`src/rtl/vga_pkg.sv`:
```
// Purpose: shared constants for the text-mode pixel pipeline: visible area,
//          cell geometry, text/font address widths, sync polarity and the
//          cursor blink bit. Also holds the cell address helper (row*80 + col
//          built from shifts and an add).
// Ports:   none (package).
package vga_pkg;

  localparam int H_VISIBLE        = 640;
  localparam int V_VISIBLE        = 480;
  localparam int CELL_W           = 8;
  localparam int CELL_H           = 16;
  localparam int COLS             = 80;
  localparam int ROWS             = 30;
  localparam int TB_AW            = 12;
  localparam int FONT_AW          = 11;
  localparam int FONT_DW          = 8;
  localparam int CURSOR_BLINK_BIT = 4;
  localparam int FRAME_CNT_W      = 6;

  // Sync outputs from the timing generator are active-low.
  localparam logic HSYNC_ACTIVE = 1'b0;
  localparam logic VSYNC_ACTIVE = 1'b0;
  localparam logic HSYNC_IDLE   = 1'b1;
  localparam logic VSYNC_IDLE   = 1'b1;

  // First glyph row of the underline-style cursor (rows 14..15).
  localparam logic [3:0] CURSOR_FIRST_ROW = 4'd14;

  // row*80 + col as (row<<6) + (row<<4) + col. Only valid for COLS == 80.
  function automatic logic [TB_AW-1:0] cell_addr(input logic [4:0] row,
                                                  input logic [6:0] col);
    logic [TB_AW-1:0] r;
    r = {7'd0, row};
    return (r << 6) + (r << 4) + {5'd0, col};
  endfunction

endpackage

```
`src/rtl/text_pixel_gen_delay_line.sv`:
```
// Purpose: fixed-depth register delay line with a configurable reset value,
//          used to keep sync, DE and per-pixel side information aligned with
//          the text/font fetch pipeline.
// Ports:
//   clk_i   in   1      clock
//   rstn_i  in   1      async active-low reset (all taps load RST_VAL)
//   d_i     in   W      data in
//   q_o     out  W      d_i delayed by DEPTH clocks
module delay_line #(
  parameter int           W       = 1,
  parameter int           DEPTH   = 1,
  parameter logic [W-1:0] RST_VAL = '0
) (
  input  logic         clk_i,
  input  logic         rstn_i,
  input  logic [W-1:0] d_i,
  output logic [W-1:0] q_o
);

  logic [W-1:0] pipe_q [DEPTH];

  always_ff @(posedge clk_i or negedge rstn_i) begin
    if (!rstn_i) begin
      for (int i = 0; i < DEPTH; i++) pipe_q[i] <= RST_VAL;
    end else begin
      pipe_q[0] <= d_i;
      for (int i = 1; i < DEPTH; i++) pipe_q[i] <= pipe_q[i-1];
    end
  end

  assign q_o = pipe_q[DEPTH-1];

endmodule

```
`src/rtl/text_pixel_gen.sv`:
```
// Purpose: text-mode pixel pipeline. Maps (hcnt,vcnt) to an 80x30 text cell,
//          fetches the char code from an external text buffer, forms the font
//          ROM address {char[6:0], glyph_row[3:0]} and selects one monochrome
//          pixel from the returned glyph row. Char bit 7 inverts the cell.
//          Stream interface: no valid/ready; one pixel enters and one leaves
//          every clock, fixed 3-clock latency for pixel_o/de_o/hsync_o/vsync_o.
// Optional feature: macro CURSOR_EN adds a blinking underline cursor
//          (cursor_col_i, cursor_row_i, cursor_on_i) driven by a frame counter
//          that advances on each vsync_i falling edge.
// Ports:
//   clk_i        in   1        pixel clock
//   rstn_i       in   1        async active-low reset
//   hcnt_i       in   10       horizontal pixel counter
//   vcnt_i       in   10       vertical line counter
//   de_i         in   1        display enable
//   hsync_i      in   1        hsync (active-low)
//   vsync_i      in   1        vsync (active-low)
//   tbuf_addr_o  out  12       text buffer address (registered)
//   tbuf_data_i  in   8        char code, valid the clock after tbuf_addr_o
//   font_addr_o  out  11       font ROM address (registered)
//   font_data_i  in   [0:7]    glyph row, bit 0 = leftmost pixel
//   pixel_o      out  1        pixel on/off
//   de_o         out  1        de_i aligned with pixel_o
//   hsync_o      out  1        hsync_i aligned with pixel_o
//   vsync_o      out  1        vsync_i aligned with pixel_o
//   cursor_col_i in   7        (CURSOR_EN) cursor column
//   cursor_row_i in   5        (CURSOR_EN) cursor row
//   cursor_on_i  in   1        (CURSOR_EN) cursor enable
module text_pixel_gen
  import vga_pkg::*;
(
  input  logic               clk_i,
  input  logic               rstn_i,
  input  logic [9:0]         hcnt_i,
  input  logic [9:0]         vcnt_i,
  input  logic               de_i,
  input  logic               hsync_i,
  input  logic               vsync_i,
  output logic [TB_AW-1:0]   tbuf_addr_o,
  input  logic [7:0]         tbuf_data_i,
  output logic [FONT_AW-1:0] font_addr_o,
  input  logic [0:FONT_DW-1] font_data_i,
  output logic               pixel_o,
  output logic               de_o,
  output logic               hsync_o,
  output logic               vsync_o
`ifdef CURSOR_EN
  ,
  input  logic [6:0]         cursor_col_i,
  input  logic [4:0]         cursor_row_i,
  input  logic               cursor_on_i
`endif
);

  // Rows only need vcnt[8:4]; vcnt[9] is beyond the visible area.
  logic unused_vcnt_msb;
  assign unused_vcnt_msb = vcnt_i[9];

  // ---- S0: text buffer address ----
  logic [TB_AW-1:0] tbuf_addr_d, tbuf_addr_q;
  assign tbuf_addr_d = cell_addr(vcnt_i[8:4], hcnt_i[9:3]);

  // ---- S1: font address ----
  logic [3:0]         vrow_d1;
  logic [FONT_AW-1:0] font_addr_d, font_addr_q;
  assign font_addr_d = {tbuf_data_i[6:0], vrow_d1};

  always_ff @(posedge clk_i or negedge rstn_i) begin
    if (!rstn_i) begin
      tbuf_addr_q <= '0;
      font_addr_q <= '0;
    end else begin
      tbuf_addr_q <= tbuf_addr_d;
      font_addr_q <= font_addr_d;
    end
  end

  assign tbuf_addr_o = tbuf_addr_q;
  assign font_addr_o = font_addr_q;

  // ---- side-information alignment ----
  logic [2:0] hpix_d2;
  logic       inv_d2;
  logic       de_d2;

  delay_line #(.W(4), .DEPTH(1)) u_vrow (
    .clk_i(clk_i), .rstn_i(rstn_i), .d_i(vcnt_i[3:0]), .q_o(vrow_d1));
  delay_line #(.W(3), .DEPTH(2)) u_hpix (
    .clk_i(clk_i), .rstn_i(rstn_i), .d_i(hcnt_i[2:0]), .q_o(hpix_d2));
  // Inverse flag arrives with the char code one stage after S0.
  delay_line #(.W(1), .DEPTH(1)) u_inv (
    .clk_i(clk_i), .rstn_i(rstn_i), .d_i(tbuf_data_i[7]), .q_o(inv_d2));
  delay_line #(.W(1), .DEPTH(2)) u_de (
    .clk_i(clk_i), .rstn_i(rstn_i), .d_i(de_i), .q_o(de_d2));
  delay_line #(.W(1), .DEPTH(3), .RST_VAL(HSYNC_IDLE)) u_hs (
    .clk_i(clk_i), .rstn_i(rstn_i), .d_i(hsync_i), .q_o(hsync_o));
  delay_line #(.W(1), .DEPTH(3), .RST_VAL(VSYNC_IDLE)) u_vs (
    .clk_i(clk_i), .rstn_i(rstn_i), .d_i(vsync_i), .q_o(vsync_o));

  // ---- S2: pixel select ----
  logic font_bit;
  logic pixel_d, pixel_q, de_q;
  assign font_bit = font_data_i[hpix_d2];

`ifdef CURSOR_EN
  logic                   vs_prev_q;
  logic [FRAME_CNT_W-1:0] frame_cnt_d, frame_cnt_q;
  logic                   blink;
  logic                   cur_s0, cur_d2;

  // Registered falling-edge detect of vsync_i drives the blink counter.
  assign frame_cnt_d = (vs_prev_q && !vsync_i) ? frame_cnt_q + 1'b1 : frame_cnt_q;

  always_ff @(posedge clk_i or negedge rstn_i) begin
    if (!rstn_i) begin
      vs_prev_q   <= VSYNC_IDLE;
      frame_cnt_q <= '0;
    end else begin
      vs_prev_q   <= vsync_i;
      frame_cnt_q <= frame_cnt_d;
    end
  end

  assign blink  = frame_cnt_q[CURSOR_BLINK_BIT];
  assign cur_s0 = (vcnt_i[8:4] == cursor_row_i) && (hcnt_i[9:3] == cursor_col_i) &&
                  (vcnt_i[3:0] >= CURSOR_FIRST_ROW);

  delay_line #(.W(1), .DEPTH(2)) u_cur (
    .clk_i(clk_i), .rstn_i(rstn_i), .d_i(cur_s0), .q_o(cur_d2));

  assign pixel_d = de_d2 & ((cur_d2 & cursor_on_i & blink) | (font_bit ^ inv_d2));
`else
  assign pixel_d = de_d2 & (font_bit ^ inv_d2);
`endif

  // ---- S3: output register ----
  always_ff @(posedge clk_i or negedge rstn_i) begin
    if (!rstn_i) begin
      pixel_q <= 1'b0;
      de_q    <= 1'b0;
    end else begin
      pixel_q <= pixel_d;
      de_q    <= de_d2;
    end
  end

  assign pixel_o = pixel_q;
  assign de_o    = de_q;

endmodule

```
`config.mk`:
```
export PLATFORM = sky130hd
export DESIGN_NAME = text_pixel_gen
export DESIGN_NICKNAME = d
export VERILOG_FILES = /design/src/rtl/vga_pkg.sv /design/src/rtl/text_pixel_gen_delay_line.sv /design/src/rtl/text_pixel_gen.sv
export SDC_FILE = /design/constraint.sdc
export NUM_CORES = 1
export LEC_CHECK = 0
export CAP_MARGIN = 20
export CORE_UTILIZATION = 42
export CTS_BUF_LIST = sky130_fd_sc_hd__clkbuf_2
export CTS_CLUSTER_DIAMETER = 80
export DETAILED_ROUTE_END_ITERATION = 7
export GPL_ROUTABILITY_DRIVEN = 0
export GPL_TIMING_DRIVEN = 0
export PLACE_DENSITY = 0.85
export REMOVE_ABC_BUFFERS = 1
export SYNTH_ARGS = -nofsm -noshare
export SYNTH_HDL_FRONTEND = slang
export SYNTH_SLANG_ARGS = --single-unit
```
`constraint.sdc`:
```
create_clock -name clk_i -period 1.8 [get_ports clk_i]
set_input_delay 0.36 -clock clk_i [delete_from_list [all_inputs] [get_ports clk_i]]
set_output_delay 0.36 -clock clk_i [all_outputs]
set_load 0.005 [all_outputs]
```
Word-level counts from Yosys, hierarchy flattened
Cells that the tools add are included.
- register bits after elaboration: 44
- output and inout bits: 27
- multiplexer cells: 3
- $add $sub $neg: 2
- order comparisons: 1
- bitwise gates (word level): 3
- operator list (kind ; count):
    $add A11 B9 Y12 ; 1
    $add A12 B7 Y12 ; 1
    $ge A4 B4 Y1 const B ; 1
    $not A3 Y4 ; 1
    $bmux W1 S3 ; 1
    $mux W1 ; 2
    $and A1 B1 Y1 ; 1
    $xor A1 B1 Y1 ; 1

Depth between registers and ports, before layout
Gate-level depths: netlist (run 1).
- depth in word-level cells: 6
- mapped depth: 7
- mapped depth without buffers: 7

By module
From an unflattened synthesis (run 1), not the netlist that was laid out.
- cells, all modules: 79
- area total of the unflattened synthesis: 1461.4 sq um
- by module, submodules not included (module ; instances ; cells an instance ; area an instance (sq um)):
    text_pixel_gen ; 1 ; 57 ; 955.9
    delay_line (u_hpix) ; 1 ; 9 ; 172.7
    delay_line (u_hs ...) ; 2 ; 3 ; 78.8
    delay_line (u_vrow) ; 1 ; 4 ; 100.1
    delay_line (u_de) ; 1 ; 2 ; 50.0
    delay_line (u_inv) ; 1 ; 1 ; 25.0

Least setup slack after synthesis (run 1)
OpenSTA, ideal clock, no wires.
- path type: input -> register
- start: input hcnt_i[9]
- end: register tbuf_addr_q[11], in the netlist tbuf_addr_o[11]
- cell stages on the path: 6
- setup slack: -228 ps
- buffers on the path: 0
- required time: 1681 ps
- data arrival time: 1910 ps
- cells stage by stage: fa_1 -> fa_1 -> a21o_1 -> a21oi_1 -> nor2b_1 -> o21a_1
- cells in the longest elaborated chain, start to end: 1
- RTL lines (element ; RTL line ; source):
    start: declaration ; text_pixel_gen.sv:34 ; input logic [9:0] hcnt_i,
    $add A12 B7 Y12 ; vga_pkg.sv:34 ; return (r << 6) + (r << 4) + {5'd0, col};
    via tbuf_addr_d[11] ; text_pixel_gen.sv:60 ; logic [TB_AW-1:0] tbuf_addr_d, tbuf_addr_q;
    end signal: assignment ; text_pixel_gen.sv:73 ; tbuf_addr_q <= tbuf_addr_d;
    end: declaration ; text_pixel_gen.sv:60 ;
The timed path passes the listed nets, and every way through them passes these cells.

Final worst setup path (run 1)
- start: input hcnt_i[7]
- end: register tbuf_addr_q[11], in the netlist tbuf_addr_o[11]
Same word-level chain as after synthesis.

==> flow_metrics.env, run 1 <==
export IMPL_end_kind="register"
export IMPL_stdcell_count=197
export IMPL_cellLeakagePower_nw=0.969
export IMPL_routedWlPerCell_um=14.0
export IMPL_syn_area_sq_um=1440
export IMPL_postLayoutSetupSlackWorst_ps=-0.986
export IMPL_cts_buffer_depth=2
export IMPL_grt_max_degree=45
export IMPL_startpoint_type="primary input"
export IMPL_grt_pass1_vias=889
export IMPL_synthCells=76
export IMPL_grt_ovfl_total=0
export IMPL_ioPinCount=68
export IMPL_critPathBufInv=1
export IMPL_avgSynthCellArea_sq_um=18.9
export IMPL_r2r_cells=4
export IMPL_antenna_found_initial=0
export IMPL_crit_start="hcnt_i[7]"
export IMPL_die_y_um=60.5
export IMPL_hpwl_mm=2.08
export IMPL_crit_chain="clkdlybuf4s50_1, ha_2, ha_4, fa_2, a21o_1, a21oi_2, nor2b_1, o21a_1"
export IMPL_yosysSeqAreaShare_pct=77.0
export IMPL_critPathTopFamily="adder cells"
export IMPL_layout_drive_gt1_share_pct=15.0
export IMPL_min_path_type="primary input to async pin"
export IMPL_min_period_ps=1800
export IMPL_max_slew_margin_pct=39.0
export IMPL_synth_seq_cells=44
export IMPL_cap_viol_max_count=0
export IMPL_worst_setup_path_type="primary input to register"
export IMPL_rsz0062_at_grt="no"
export IMPL_port_buffers=66
export IMPL_cts_tree="done"
export IMPL_vias_per_cell=4.46
export IMPL_r2r_slack_ps=280
export IMPL_slowest_delay_ps=410
export IMPL_rr_startpoint="u_hpix.q_o[0]"
export IMPL_fp_dieArea_sq_um=3660
export IMPL_fmax_ghz=0.555
export IMPL_finalWirelength_mm=2.76
export IMPL_h_tree_depth=2
export IMPL_syn_to_final_growth_pct=56.0
export IMPL_num_vias=879
export IMPL_yosys_warnings=0
export IMPL_die_width_um=60.5
export IMPL_layout_nets=204
export IMPL_crit_end="tbuf_addr_o[11]"
export IMPL_setup_viol=1
export IMPL_whs_ps=71.0
export IMPL_pre_cts_slack_ps=-803
export IMPL_firstDrtPassIters=4
export IMPL_numCtsBuffers=5
export IMPL_postRouteAntennaNets=0
export IMPL_path_depth=8
export IMPL_fp_coreArea_sq_um=3150
export IMPL_vdd_drop_max_uv=407
export IMPL_power_per_cell_area_nw_per_um2=821
export IMPL_crit_slowest_cell="clkdlybuf4s50_1"
export IMPL_arrival_ps=2100
export IMPL_clk_pin_slew_ps=210
export IMPL_outcome="finished with violations"
export IMPL_fin_crit_sh_pct=100
export IMPL_drc_errors=0
export IMPL_maxSlewViolCount=0
export IMPL_cts_hold_buffers_added=0
export IMPL_rows=20
export IMPL_r2r_end="pixel_o"
export IMPL_yosysUniqueCellTypes=17
export IMPL_diodes=0
export IMPL_worstPathRequired_ps=2100
export IMPL_clock_sinks=44
export IMPL_groute_usage_overall_pct=16.5
export IMPL_violations="setup timing"
export IMPL_path_max_fanout=2
export IMPL_drt_iter0_markers=6
export IMPL_clk_latency_ps=380
export IMPL_dpl_cell_count=186
export IMPL_grt_pass1_wl_mm=4.15
export IMPL_initial_utilization_pct=45.6
export IMPL_hold_viol=0
export IMPL_cts_root_buf="clkbuf_2"
export IMPL_tightestPinTransition_ps=914
export IMPL_clock_skew_final_ps=12.4
placed cells by master, fill, tap and decap left out:
cell / netlist / routed
nor2b_1: 2 / 2
dfstp_2: 6 / 6
nand2_1: 2 / 2
o211ai_1: 1 / 1
o21a_1: 1 / 1
a21o_1: 1 / 1
dfrtp_1: 38 / 38
fa_1: 2 / 1
mux4_1: 2 / 2
clkinv_1: 0 / 1
a21oi_1: 3 / 1
ha_2: 0 / 1
mux2i_1: 1 / 1
nor2_1: 1 / 1
clkinvlp_4: 0 / 2
xnor2_1: 4 / 4
inv_1: 1 / 1
ha_1: 9 / 6
dlygate4sd2_1: 0 / 7
buf_4: 0 / 3
fa_2: 0 / 1
clkdlybuf4s50_1: 0 / 58
a21oi_2: 0 / 2
ha_4: 0 / 2
clkbuf_2: 0 / 5
buf_2: 0 / 1
xor2_1: 1 / 1
and2_1: 1 / 1
what timing repair did:
action | in CTS | in global routing
cloned | 0 | 0
setup endpoints to repair | 6 | 1
buffers inserted | 2 | 1
gates resized for setup | 14 | 0
pin swaps | 6 | 4
worst min path at each step:
stage                       start              to  depth (start not counted)
floorplan                  rstn_i            de_o                          0
global placement    u_vrow.q_o[1]  font_addr_o[1]                          0
detailed placement  u_vrow.q_o[3]  font_addr_o[3]                          0
CTS                        rstn_i   u_hpix.q_o[2]                          1
global route               rstn_i   u_hpix.q_o[2]                          1
finish                     rstn_i   u_hpix.q_o[2]                          1
metrics by stage:
stage | utilization [%] | power, mW | setup TNS, ps | cell area (sq um)
detailed placement | 68.2 | 1.46 | -3090 | 2150
global placement | 68.3 | 1.44 | -26020 | 2150
finish | 71.2 | 1.84 | -0.986 | 2240
global route | 71.2 | 1.95 | 0 | 2240
floorplan | - | 1.21 | -335 | 1440
CTS | 71.0 | 1.86 | 0 | 2240
routing by layer:
metal | vias to the layer above | global-route usage, % | wire (um)
met5 | - | 0 | 0
met4 | 0 | 6.82 | 33
met3 | 5 | 5.76 | 197
met2 | 40 | 27.2 | 1430
met1 | 430 | 19.9 | 1100
li1 | 404 | - | -
cell usage after synthesis, drive strengths merged:
master / number / area share, %
nor2b: 2 / 0.87
dfstp: 6 / 11
and2: 1 / 0.44
fa: 2 / 2.8
o21a: 1 / 0.52
mux4: 2 / 3.7
a21oi: 3 / 1.0
xor2: 1 / 0.61
ha: 9 / 7.8
xnor2: 4 / 2.4
inv: 1 / 0.26
nor2: 1 / 0.26
mux2i: 1 / 0.70
dfrtp: 38 / 66
o211ai: 1 / 0.52
nand2: 2 / 0.52
a21o: 1 / 0.52
power breakdown:
| group | internal (mW) | switching (mW) | total [mW] |
|---|---|---|---|
| Clock | 0.0902 | 0.299 | 0.390 |
| Sequential | 1.07 | 0.0217 | 1.09 |
| Combinational | 0.237 | 0.124 | 0.362 |
cells by family after synthesis:
| logic type | synth area share [%] |
|---|---|
| flip-flops | 77.0 |
| adder cells (fa/ha/maj) | 10.6 |
| AO/OA/AOI/OAI | 2.61 |
| AND/OR/NAND/NOR | 2.09 |
| XOR/XNOR | 3.04 |
| multiplexers | 4.35 |
| buffers and inverters | 0.261 |
cell type report:
cell class                 instances  area (sq um)
clock inverter                     3          18.8
timing repair buffer              69           669
clock buffer                       5          25.0
multi-input combinational         31           364
tap                               44          55.1
sequential                        44          1110
fill                             224           908
inverter                           1          3.75
sequential cells by signal (all words and copies together) (netlist names):
signal,cells
de_o,1
font_addr_o,11
pixel_o,1
tbuf_addr_o,12
u_de.pipe_q,1
u_de.q_o,1
u_hpix.pipe_q,3
u_hpix.q_o,3
u_hs.pipe_q,2
u_hs.q_o,1
u_inv.q_o,1
u_vrow.q_o,4
u_vs.pipe_q,2
u_vs.q_o,1
(Power assumes the default switching activity.)
==> run 2, diff against run 1 <==
--- a/config.mk
+++ b/config.mk
@@ -7,7 +7,7 @@
 export LEC_CHECK = 0
 export CAP_MARGIN = 20
 export CORE_UTILIZATION = 42
-export CTS_BUF_LIST = sky130_fd_sc_hd__clkbuf_2
+export CTS_BUF_LIST = sky130_fd_sc_hd__clkbuf_4
 export CTS_CLUSTER_DIAMETER = 80
 export DETAILED_ROUTE_END_ITERATION = 7
 export GPL_ROUTABILITY_DRIVEN = 0
==> run 2 against run 1 <==
The flow now finishes without violations; via count increased by 1.7%; register-to-register slack about the same; sequential power about the same; clock skew decreased by 5.7 ps; cell area increased by 1.7%; first-iteration DRC count increased by 67%; die area unchanged; sequential cell count unchanged; fmax increased by 3.7%; utilization increased by 1.2 points; global-route usage increased by 0.27 points; clock power increased by 14%.
==> flow_metrics.env, run 2 (same netlist as run 1, synthesis figures left out) <==
export IMPL_num_vias=894
export IMPL_postRouteAntennaNets=0
export IMPL_grt_ovfl_total=0
export IMPL_cts_buffer_depth=2
export IMPL_clock_sinks=44
export IMPL_path_max_fanout=4
export IMPL_die_y_um=60.5
export IMPL_cts_root_buf="clkbuf_4"
export IMPL_layout_commonest_cell="clkdlybuf4s50_1"
export IMPL_rsz0062_at_grt="no"
export IMPL_dpl_cell_count=186
export IMPL_cts_tree="done"
export IMPL_fp_dieArea_sq_um=3660
export IMPL_max_slew_margin_pct=38.9
export IMPL_largest_reg_flops=12
export IMPL_clk_latency_ps=340
export IMPL_hold_viol=0
export IMPL_drc_errors=0
export IMPL_grt_pass1_wl_mm=4.20
export IMPL_tns_ps=0
export IMPL_end_kind="register"
export IMPL_cellLeakagePower_nw=0.972
export IMPL_maxSlewViolCount=0
export IMPL_finalWirelength_mm=2.80
export IMPL_rows=20
export IMPL_syn_to_final_growth_pct=58.6
export IMPL_firstDrtPassIters=4
export IMPL_port_buffers=66
export IMPL_tightestPinTransition_ps=917
export IMPL_fin_crit_sh_pct=96.5
export IMPL_stdcell_count=198
export IMPL_startpoint_type="primary input"
export IMPL_fmax_ghz=0.576
export IMPL_fp_coreArea_sq_um=3150
export IMPL_min_path_type="primary input to async pin"
export IMPL_die_width_um=60.5
export IMPL_cap_viol_max_count=0
export IMPL_worstPathRequired_ps=2040
export IMPL_diodes=0
export IMPL_routedWlPerCell_um=14.2
export IMPL_cts_hold_buffers_added=0
export IMPL_finalPower_mw=1.92
export IMPL_numCtsBuffers=5
export IMPL_h_tree_depth=2
export IMPL_min_period_ps=1740
export IMPL_antenna_found_initial=0
export IMPL_grt_max_degree=45
export IMPL_grt_pass1_vias=903
export IMPL_clk_pin_slew_ps=120
export IMPL_clock_skew_final_ps=6.69
export IMPL_arrival_ps=1980
export IMPL_groute_usage_overall_pct=16.8
export IMPL_drt_iter0_markers=10
export IMPL_final_cell_mix="59 x clkdlybuf4s50_1, 38 x dfrtp_1, 6 x dfstp_2"
export IMPL_hpwl_mm=2.08
export IMPL_vdd_drop_max_uv=475
export IMPL_layout_nets=205
export IMPL_power_per_cell_area_nw_per_um2=840
export IMPL_outcome="completed"
export IMPL_layout_drive_gt1_share_pct=19.5
export IMPL_worst_setup_path_type="primary input to register"
export IMPL_initial_utilization_pct=45.6
export IMPL_ioPinCount=68
export IMPL_setup_viol=0
export IMPL_vias_per_cell=4.52
-- run 2: cell types whose count changed in the layout (fill, tap and decap cells not counted), moves of 2 or more --
cell,delta
clkbuf_4,+5
dlygate4sd2_1,-4
clkbuf_2,-2
ha_1,-2
ha_4,+2
-- run 2: through the flow --
stage,cell area [sq um],setup WS (ps),hold WS (ps),utilization (%)
floorplan,1440,-228,64.4,-
global placement,2150,-760,333,68.3
detailed placement,2150,-803,335,68.2
CTS,2260,8.36,152,71.7
global route,2280,7.99,175,72.4
finish,2280,63.7,133,72.4
-- run 2: report_power, final --
group          switching (mW)  internal (mW)
logic                   0.130          0.251
clock network           0.298          0.147
registers              0.0219           1.07
-- run 2: path summary, 6_finish.rpt --
kind                       cells after the start        startpoint  slack, ps              end
setup / recovery                               7         vcnt_i[8]         60  tbuf_addr_o[10]
hold / removal                                 1            rstn_i        130    u_hpix.q_o[2]
setup reg to reg                               4     u_hpix.q_o[0]        290          pixel_o
hold reg to reg                                0  u_hpix.pipe_q[3]        360    u_hpix.q_o[0]
max in group asynchronous                      1            rstn_i       1100   tbuf_addr_o[3]
min in group clk_i                             2         vcnt_i[4]        300   tbuf_addr_o[4]
-- run 2: critical path, cell delays in order --
cell,delay (ps)
clkdlybuf4s50_1,520
ha_1,250
ha_1,360
nand2_1,70
o211ai_1,180
a21oi_1,110
xnor2_1,130
-- run 2: cell type report --
type / count / area (sq um)
sequential: 44 / 1110
fill: 221 / 871
timing repair buffer: 70 / 667
multi-input combinational: 31 / 392
tap: 44 / 55.1
clock buffer: 5 / 37.5
clock inverter: 3 / 18.8
inverter: 1 / 3.75
-- run 2: timing repair --
action / 4_1_cts / 5_1_grt
gates resized for setup: 15 / 7
pin swaps: 5 / 7
gates cloned: 0 / 0
endpoints found under the setup margin: 4 / 3
buffers inserted: 3 / 1
-- run 2: metal layers --
metal	global-route usage [%]	wire, um	up-vias
met4	6.49	41	0
met1	18.7	1050	438
li1	-	-	407
met2	27.8	1460	42
met3	8.32	258	7
met5	0	0	-
